[src/rtl/bp_ltb_perf_counters_if.sv]
// Snoop/readout bundle between the LTB front end, the CSR bridge and the perf counter block.
// The master drives the observed LTB handshakes and read requests; the slave returns counter data.
interface bp_ltb_perf_counters_if #(
  parameter int ltb_cnt_width_p = 8,
  parameter int rd_ports_p      = 2,
  parameter int ctr_width_p     = 32,
  parameter int hist_bins_p     = 8
);
  localparam int num_ctr_lp    = 4*rd_ports_p + 4 + hist_bins_p;
  localparam int addr_width_lp = (num_ctr_lp > 1) ? $clog2(num_ctr_lp) : 1;

  logic                       en_i;
  logic                       clear_i;
  logic [rd_ports_p-1:0]      r_v_i;
  logic [rd_ports_p-1:0]      pred_v_i;
  logic [rd_ports_p-1:0]      pred_conf_i;
  logic [rd_ports_p-1:0]      pred_taken_i;
  logic                       w_v_i;
  logic                       w_yumi_i;
  logic                       br_mispredict_i;
  logic                       br_conf_i;
  logic                       br_taken_i;
  logic [ltb_cnt_width_p-1:0] br_trip_cnt_i;
  logic                       rd_v_i;
  logic [addr_width_lp-1:0]   rd_addr_i;
  logic                       rd_v_o;
  logic [ctr_width_p-1:0]     rd_data_o;
  logic                       sat_o;

  modport master (
    output en_i, clear_i, r_v_i, pred_v_i, pred_conf_i, pred_taken_i,
    output w_v_i, w_yumi_i, br_mispredict_i, br_conf_i, br_taken_i, br_trip_cnt_i,
    output rd_v_i, rd_addr_i,
    input  rd_v_o, rd_data_o, sat_o
  );

  modport slave (
    input  en_i, clear_i, r_v_i, pred_v_i, pred_conf_i, pred_taken_i,
    input  w_v_i, w_yumi_i, br_mispredict_i, br_conf_i, br_taken_i, br_trip_cnt_i,
    input  rd_v_i, rd_addr_i,
    output rd_v_o, rd_data_o, sat_o
  );
endinterface

[src/rtl/bp_ltb_perf_counters.sv]
// Saturating event counters and exit trip-count histogram for the loop termination buffer,
// fed by snooping LTB lookup/update handshakes, with a registered 1-cycle readout port.
module bp_ltb_perf_counters #(
  parameter int vaddr_width_p   = 39,
  parameter int ltb_cnt_width_p = 8,
  parameter int rd_ports_p      = 2,
  parameter int ctr_width_p     = 32,
  parameter int hist_bins_p     = 8,
  parameter int hist_shift_p    = 0
) (
  input  logic                  clk_i,
  input  logic                  reset_i,
  bp_ltb_perf_counters_if.slave bus
);
  localparam int num_ctr_lp   = 4*rd_ports_p + 4 + hist_bins_p;
  localparam int glb_lp       = 4*rd_ports_p;
  localparam int hist_base_lp = glb_lp + 4;
  localparam int bin_width_lp = (hist_bins_p > 1) ? $clog2(hist_bins_p) : 1;
  localparam logic [ctr_width_p-1:0]  ctr_one_lp  = ctr_width_p'(1);
  localparam logic [bin_width_lp-1:0] bin_last_lp = bin_width_lp'(hist_bins_p-1);

  logic [rd_ports_p-1:0]      r_v_r;
  logic [ctr_width_p-1:0]     r_ctr [num_ctr_lp];
  logic                       r_sat;
  logic                       r_rd_v;
  logic [ctr_width_p-1:0]     r_rd_data;

  logic [num_ctr_lp-1:0]      w_inc;
  logic [num_ctr_lp-1:0]      w_full;
  logic                       w_upd;
  logic                       w_exit;
  logic                       w_sat_set;
  logic [ltb_cnt_width_p-1:0] w_trip;
  logic [31:0]                w_trip_sh;
  logic [bin_width_lp-1:0]    w_bin;
  logic [ctr_width_p-1:0]     w_rd_val;

  assign w_upd     = bus.w_v_i & bus.w_yumi_i;
  assign w_exit    = w_upd & ~bus.br_taken_i;
  assign w_trip    = bus.br_trip_cnt_i;
  assign w_trip_sh = 32'(w_trip) >> hist_shift_p;
  // Trip counts past the last bin all pile into it so long loops are still visible.
  assign w_bin     = (w_trip_sh >= 32'(hist_bins_p-1)) ? bin_last_lp : bin_width_lp'(w_trip_sh);

  always_comb begin
    w_inc = '0;
    for (int p = 0; p < rd_ports_p; p++) begin
      w_inc[4*p]   = bus.r_v_i[p];
      w_inc[4*p+1] = r_v_r[p] & bus.pred_v_i[p];
      w_inc[4*p+2] = r_v_r[p] & bus.pred_v_i[p] & bus.pred_conf_i[p];
      w_inc[4*p+3] = r_v_r[p] & bus.pred_v_i[p] & bus.pred_taken_i[p];
    end
    w_inc[glb_lp]   = w_upd;
    w_inc[glb_lp+1] = w_upd & bus.br_mispredict_i;
    w_inc[glb_lp+2] = w_upd & bus.br_mispredict_i & bus.br_conf_i;
    w_inc[glb_lp+3] = w_exit;
    w_inc[hist_base_lp + int'(w_bin)] = w_exit;
  end

  always_comb begin
    w_full = '0;
    for (int i = 0; i < num_ctr_lp; i++) begin
      w_full[i] = &r_ctr[i];
    end
  end

  assign w_sat_set = |(w_inc & w_full);

  always_comb begin
    w_rd_val = '0;
    if (32'(bus.rd_addr_i) < 32'(num_ctr_lp)) begin
      w_rd_val = r_ctr[bus.rd_addr_i];
    end
  end

  always_ff @(posedge clk_i) begin
    if (reset_i) begin
      r_v_r     <= '0;
      r_sat     <= 1'b0;
      r_rd_v    <= 1'b0;
      r_rd_data <= '0;
      for (int i = 0; i < num_ctr_lp; i++) begin
        r_ctr[i] <= '0;
      end
    end else begin
      // The pending flag tracks the lookup pipeline itself, so it ignores en/clear.
      r_v_r  <= bus.r_v_i;
      r_rd_v <= bus.rd_v_i;
      if (bus.rd_v_i) begin
        r_rd_data <= w_rd_val;
      end
      if (bus.clear_i) begin
        r_sat <= 1'b0;
        for (int i = 0; i < num_ctr_lp; i++) begin
          r_ctr[i] <= '0;
        end
      end else if (bus.en_i) begin
        if (w_sat_set) begin
          r_sat <= 1'b1;
        end
        for (int i = 0; i < num_ctr_lp; i++) begin
          if (w_inc[i] && !w_full[i]) begin
            r_ctr[i] <= r_ctr[i] + ctr_one_lp;
          end
        end
      end
    end
  end

  assign bus.rd_v_o    = r_rd_v;
  assign bus.rd_data_o = r_rd_data;
  assign bus.sat_o     = r_sat;

endmodule

[src/flat_wrapper.sv]
// flat-port wrapper written by rule: the top's interface ports become plain ports
module bp_ltb_perf_counters_flat 
#(
  parameter int vaddr_width_p   = 39,
  parameter int ltb_cnt_width_p = 8,
  parameter int rd_ports_p      = 2,
  parameter int ctr_width_p     = 32,
  parameter int hist_bins_p     = 8,
  parameter int hist_shift_p    = 0
)
  (clk_i, reset_i, bus_en_i, bus_clear_i, bus_r_v_i, bus_pred_v_i, bus_pred_conf_i, bus_pred_taken_i, bus_w_v_i, bus_w_yumi_i, bus_br_mispredict_i, bus_br_conf_i, bus_br_taken_i, bus_br_trip_cnt_i, bus_rd_v_i, bus_rd_addr_i, bus_rd_v_o, bus_rd_data_o, bus_sat_o);
  bp_ltb_perf_counters_if #(.ltb_cnt_width_p(ltb_cnt_width_p), .rd_ports_p(rd_ports_p), .ctr_width_p(ctr_width_p), .hist_bins_p(hist_bins_p)) bus_i ();
  input  logic clk_i;
  input  logic reset_i;
  input wire logic [$bits(bus_i.en_i)-1:0] bus_en_i;
  input wire logic [$bits(bus_i.clear_i)-1:0] bus_clear_i;
  input wire logic [$bits(bus_i.r_v_i)-1:0] bus_r_v_i;
  input wire logic [$bits(bus_i.pred_v_i)-1:0] bus_pred_v_i;
  input wire logic [$bits(bus_i.pred_conf_i)-1:0] bus_pred_conf_i;
  input wire logic [$bits(bus_i.pred_taken_i)-1:0] bus_pred_taken_i;
  input wire logic [$bits(bus_i.w_v_i)-1:0] bus_w_v_i;
  input wire logic [$bits(bus_i.w_yumi_i)-1:0] bus_w_yumi_i;
  input wire logic [$bits(bus_i.br_mispredict_i)-1:0] bus_br_mispredict_i;
  input wire logic [$bits(bus_i.br_conf_i)-1:0] bus_br_conf_i;
  input wire logic [$bits(bus_i.br_taken_i)-1:0] bus_br_taken_i;
  input wire logic [$bits(bus_i.br_trip_cnt_i)-1:0] bus_br_trip_cnt_i;
  input wire logic [$bits(bus_i.rd_v_i)-1:0] bus_rd_v_i;
  input wire logic [$bits(bus_i.rd_addr_i)-1:0] bus_rd_addr_i;
  output wire logic [$bits(bus_i.rd_v_o)-1:0] bus_rd_v_o;
  output wire logic [$bits(bus_i.rd_data_o)-1:0] bus_rd_data_o;
  output wire logic [$bits(bus_i.sat_o)-1:0] bus_sat_o;
  assign bus_i.en_i = bus_en_i;
  assign bus_i.clear_i = bus_clear_i;
  assign bus_i.r_v_i = bus_r_v_i;
  assign bus_i.pred_v_i = bus_pred_v_i;
  assign bus_i.pred_conf_i = bus_pred_conf_i;
  assign bus_i.pred_taken_i = bus_pred_taken_i;
  assign bus_i.w_v_i = bus_w_v_i;
  assign bus_i.w_yumi_i = bus_w_yumi_i;
  assign bus_i.br_mispredict_i = bus_br_mispredict_i;
  assign bus_i.br_conf_i = bus_br_conf_i;
  assign bus_i.br_taken_i = bus_br_taken_i;
  assign bus_i.br_trip_cnt_i = bus_br_trip_cnt_i;
  assign bus_i.rd_v_i = bus_rd_v_i;
  assign bus_i.rd_addr_i = bus_rd_addr_i;
  assign bus_rd_v_o = bus_i.rd_v_o;
  assign bus_rd_data_o = bus_i.rd_data_o;
  assign bus_sat_o = bus_i.sat_o;
  bp_ltb_perf_counters #(.vaddr_width_p(vaddr_width_p), .ltb_cnt_width_p(ltb_cnt_width_p), .rd_ports_p(rd_ports_p), .ctr_width_p(ctr_width_p), .hist_bins_p(hist_bins_p), .hist_shift_p(hist_shift_p)) u_core (.clk_i(clk_i), .reset_i(reset_i), .bus(bus_i));
endmodule
[config.mk]
export PLATFORM = sky130hd
export DESIGN_NAME = bp_ltb_perf_counters_flat
export DESIGN_NICKNAME = d
export VERILOG_FILES = /design/src/rtl/bp_ltb_perf_counters_if.sv /design/src/rtl/bp_ltb_perf_counters.sv /design/src/flat_wrapper.sv
export SDC_FILE = /design/constraint.sdc
export NUM_CORES = 2
export LEC_CHECK = 0
export ABC_AREA = 1
export BUFFER_PORTS_ARGS = -buffer_cell sky130_fd_sc_hd__buf_2
export CAP_MARGIN = 20
export CORE_UTILIZATION = 32
export DETAILED_ROUTE_END_ITERATION = 16
export PLACE_DENSITY = 0.52
export SLEW_MARGIN = 20
export SYNTH_ARGS = -nofsm -noshare
export SYNTH_HDL_FRONTEND = slang
export SYNTH_SLANG_ARGS = --single-unit
[constraint.sdc]
create_clock -name clk_i -period 5.35 [get_ports clk_i]
set_input_delay 0.2675 -clock clk_i [delete_from_list [all_inputs] [get_ports clk_i]]
set_output_delay 0.2675 -clock clk_i [all_outputs]
set_load 0.005 [all_outputs]
======== Word level (Yosys, flattened, before mapping) ========
Memory sizes are Yosys's and may differ from the RTL's.
Cells that the tools add are included.
cells by class
  $add $sub $neg .......................... 21
  bitwise logic cells ..................... 52
  reductions and logical operators ........ 64
  muxes and demuxes ....................... 150
  magnitude comparators ................... 4
operator list
  cell                     count
  $mux W32                 41
  $add A32 B1 Y32 const B  20
  $reduce_and A32 Y1       20
  $mux W1                  106
  $or A1 B1 Y1             40
  $ge A32 B1 Y1 const B    1
  $lt A32 B7 Y1 const B    1
  $logic_and A1 B1 Y1      21
  $and A20 B20 Y20         1
  $bwmux W20               1
  $logic_not A1 Y1         20
  $reduce_or A20 Y1        1
  $and A1 B1 Y1            10
  $ge A8 B3 Y1 const B     1
  $add A4 B3 Y5 const A    1
  $demux W1 S5             1
  $lt A5 B5 Y1 const B     1
  $mux W3                  1
  $reduce_and A2 Y1        1
  $reduce_or A2 Y1         1
  $not A1 Y1               1
word-level totals
  output and inout bits ................... 34
  memories kept ........................... 1
  bits in registers ....................... 36
  bits of input ports ..................... 31
  logic and storage cells ................. 296
  memory bits (writable) .................. 640
memories
  name          words  bits a word  read ports  clocked after Yosys merged registers in  write ports  line                        source
  u_core.r_ctr  20     32           21          0                                        20           bp_ltb_perf_counters.sv:23  logic [ctr_width_p-1:0] r_ctr [num_ctr_lp];

======== Longest topological paths before layout ========
  depth in word-level cells ............... 15
  gate-level depth with buffers ........... 13

======== Worst setup path after synthesis ========
No wires, ideal clock.
  path type ............................... flip-flop to flip-flop
  start point ............................. mem u_core.r_ctr[2][0]
  end point ............................... mem u_core.r_ctr[2][0], enable pin
  data arrival time ....................... 2.141 ns
  buffers on the path ..................... 1
  cell stages (with the launch flop) ...... 11
  setup slack ............................. 2.730 ns
  data required time ...................... 4.872 ns
  period minus slack after synthesis ...... 2.620 ns
  setup time .............................. 0.478 ns
  cells stage by stage .................... edfxtp_1 -> ha_1 -> nand2_1 -> nor2_2 -> nand2_2 -> nor2_4 -> nand3_1 -> or2_1 -> nand3_4 -> buf_6 -> nand2_1
RTL lines
  what             line
  start, declared  bp_ltb_perf_counters.sv:23

==> reports/results.ini <==
[logic_synthesis]
synth_area_um2 = 44240
syn_inst = 5698
ys_ff_latch = 676
avgSynthCellArea_um2 = 7.765
async_reset_ff_share_pct = 0
yosysSeqAreaShare_pct = 45.07
ys_types = 60
synth_edf_count = 640
synthFlopType = edfxtp_1
yosys_warnings = 0
syn-num-nets = 5749

[placed_design]
place_ws_ps = 1691
io_buffers = 64
dp_hpwl_um = 112700
dp.cells = 7408
place.gp.congestion = 0.9393

[timing]
period_share_pct = 66.38
report.final.slew_viol_count = 0
max_freq_mhz = 281.6
max-slew-margin-rel_pct = 42.16
setup_viol = 0
fin_ws_ps = 1799
tightest_slew_ps = 867.6
final_hold_viol_count = 0
tns_ps = 0
final.setup_skew_ps = 28.45
grt_setup_unrepaired = no
period_needed_ps = 3551

[detailed_routing]
drtIter0Drc = 4209
vias = 40250
firstDrtPassIters = 6
postRouteWirelength_um = 152200
wire_per_inst_um = 20.09
drc = 0
viasPerCell = 5.314
drtAntennaViolNets = 0

[status]
status = completed

[grt]
grt_first_pass_wirelength_um = 229900
grt.overflow.total = 0
grt_pass1_vias = 37250
antenna_found_initial = 2
grt_max_degree = 136
gr-usage-all-layers_pct = 21.23

[critical_path]
crit_family = simple AND/OR/NAND/NOR gates
reg2reg_depth = 11
slowest_stage = nand2_1
cp.arrival_ps = 3980
cp-start-kind = register
crit_cells = 11
endpoint_kind = register
crit_chain = ha_1 > nand2_1 > nor2_2 > nand2_2 > nor2_4 > nand3_1 > nor3b_2 > buf_4 > inv_1 > nand2_1 > buf_4
worstPathRequired_ps = 5780
critical_path_class = register to register
slowest_delay_ps = 600
cp_num_buf_inv = 3
crit_fanout = 22

[pwr]
p_int_mw = 9.757
pwr-share-clk_pct = 44.4
p_leak_nw = 17.06
power_mw = 13.38
switching_share_pct = 27.06
power.switching_mw = 3.620
power.density_nw_per_um2 = 272.1
pwr-share-comb_pct = 8.4
max-vdd-ir-drop_mv = 0.2096
power_frac_seq_pct = 47.2

[clock_network]
clock_latency_ps = 700
cts_max_level = 3
cts_setup_buffers = 0
cts-root-buf = clkbuf_16
cts_hold_buf = 2
cts_max_path_buffers = 3
clk_pin_slew_ps = 60
tritoncts = yes
cts_num_sinks = 676
ctsResizeCount = 0
numCtsBuffers = 87

[floorplanning]
start_util_pct = 32.22
die_h_um = 373.8
core_um2 = 137300
io_pins = 65
dieArea_um2 = 139700
rows = 136
die_width_um = 373.8

[cells_and_area]
nets = 5756
syn_to_final_growth_pct = 11.11
final_common_cell = nand2_1
drive_gt1_share_pct = 7.754
final_core_util_pct = 35.80
instances_no_fill = 7574
mostFrequentLayoutCells = 1,020 x nand2_1, 809 x nor2_1, 653 x inv_1

[hold_path]
hp-class = primary input to register
hold_depth = 5

[run]
drv_cap = 0

-- worst paths after layout --
| kind | start | slack [ps] | to |
|---|---|---|---|
| max | u_core.r_ctr[17][0]$_SDFFCE_PN0P_ | 1800 | u_core.r_ctr[17][5]$_SDFFCE_PN0P_ |
| min | bus_rd_v_i | 210 | u_core.bus.rd_data_o[5]$_SDFFE_PP0P_ |
| max reg2reg | u_core.r_ctr[17][0]$_SDFFCE_PN0P_ | 1800 | u_core.r_ctr[17][5]$_SDFFCE_PN0P_ |
| min reg2reg | u_core.bus.sat_o$_SDFFE_PP0P_ | 450 | u_core.bus.sat_o$_SDFFE_PP0P_ |
-- worst min-delay path, delay by kind of cell --
kind,cells,cell delay (ps)
and+or+nand+nor,1,100
AOI/OAI and AO/OA,1,50
buffers and inverters,3,440
-- registers in the layout, indices dropped and copies added, names as in the netlist --
signal / count
u_core.r_ctr: 640
u_core.bus.rd_data_o: 32
u_core.r_v_r: 2
u_core.bus.rd_v_o: 1
u_core.bus.sat_o: 1
-- Yosys cell counts, drive strengths merged (2+ instances only) --
cell    count  area [µm²]
o22ai      23       143.9
o21ai     437        2195
nand3b      3       22.52
clkbuf     79       300.3
xnor2      30       262.8
ha         20       250.2
a31oi      21       131.4
nor2      874        3551
nand2    1045        4005
nand4     170        1125
nand3     391        2080
or2        42       262.8
o221ai      4       35.03
o211ai     54       405.4
buf       113       618.1
a41oi       2       17.52
a221oi      4       35.03
edfxtp    640       19220
nor3      236        1369
o21a       24       180.2
a21oi     476        2382
inv       671        2521
xor2      143        1252
o31ai       6       45.04
o21bai      7       52.55
dfxtp      36       720.7
o211a       2       20.02
a211oi     13       97.59
nor3b      66       510.5
nor4       46       300.3
and2        2       12.51
and3       12       75.07
clkinv      2       8.750
-- layout make-up --
class | instances | area, µm²
diodes | 2 | 5.005
clock buffers | 120 | 2454
fillers | 14310 | 88160
multi-input cells | 4157 | 20860
inverters | 673 | 2542
flip-flops and latches | 676 | 19940
well taps | 1794 | 2245
repair buffers | 110 | 724.4
clock inverters | 42 | 387.9
-- through the flow --
stage,area [µm²],hold WS (ps)
final,49160,211.4
after global routing,49160,223.3
after CTS,49150,139.9
after detailed placement,46290,442.9
after global placement,46290,438.7
after floorplan,44240,374.5
-- layer usage --
layer	global-route usage, %	wire [µm]	part of all wire [%]
met1	29.83	69240	46
met2	32.51	66950	44
met3	4.216	10990	7.2
met4	6.810	4977	3.3
met5	0	0	0
-- cell families after synthesis --
group | share of synthesized area [%]
flops | 45.07
compound gates | 13.06
xor+xnor | 3.425
fa+ha+maj | 0.5656
simple gates | 30.09
buf+inv | 7.794
-- power groups by stage --
stage / Sequential (mW) / Combinational, mW / Clock [mW]
after detailed placement: 6.41 / 1.11 / 0
after global routing: 6.35 / 1.21 / 6.24
after floorplan: 6.31 / 0.668 / 0
final: 6.32 / 1.12 / 5.94
after global placement: 6.41 / 1.11 / 0
after CTS: 6.31 / 1.11 / 6.07
Note: power is estimated with default switching activity, not from simulation.
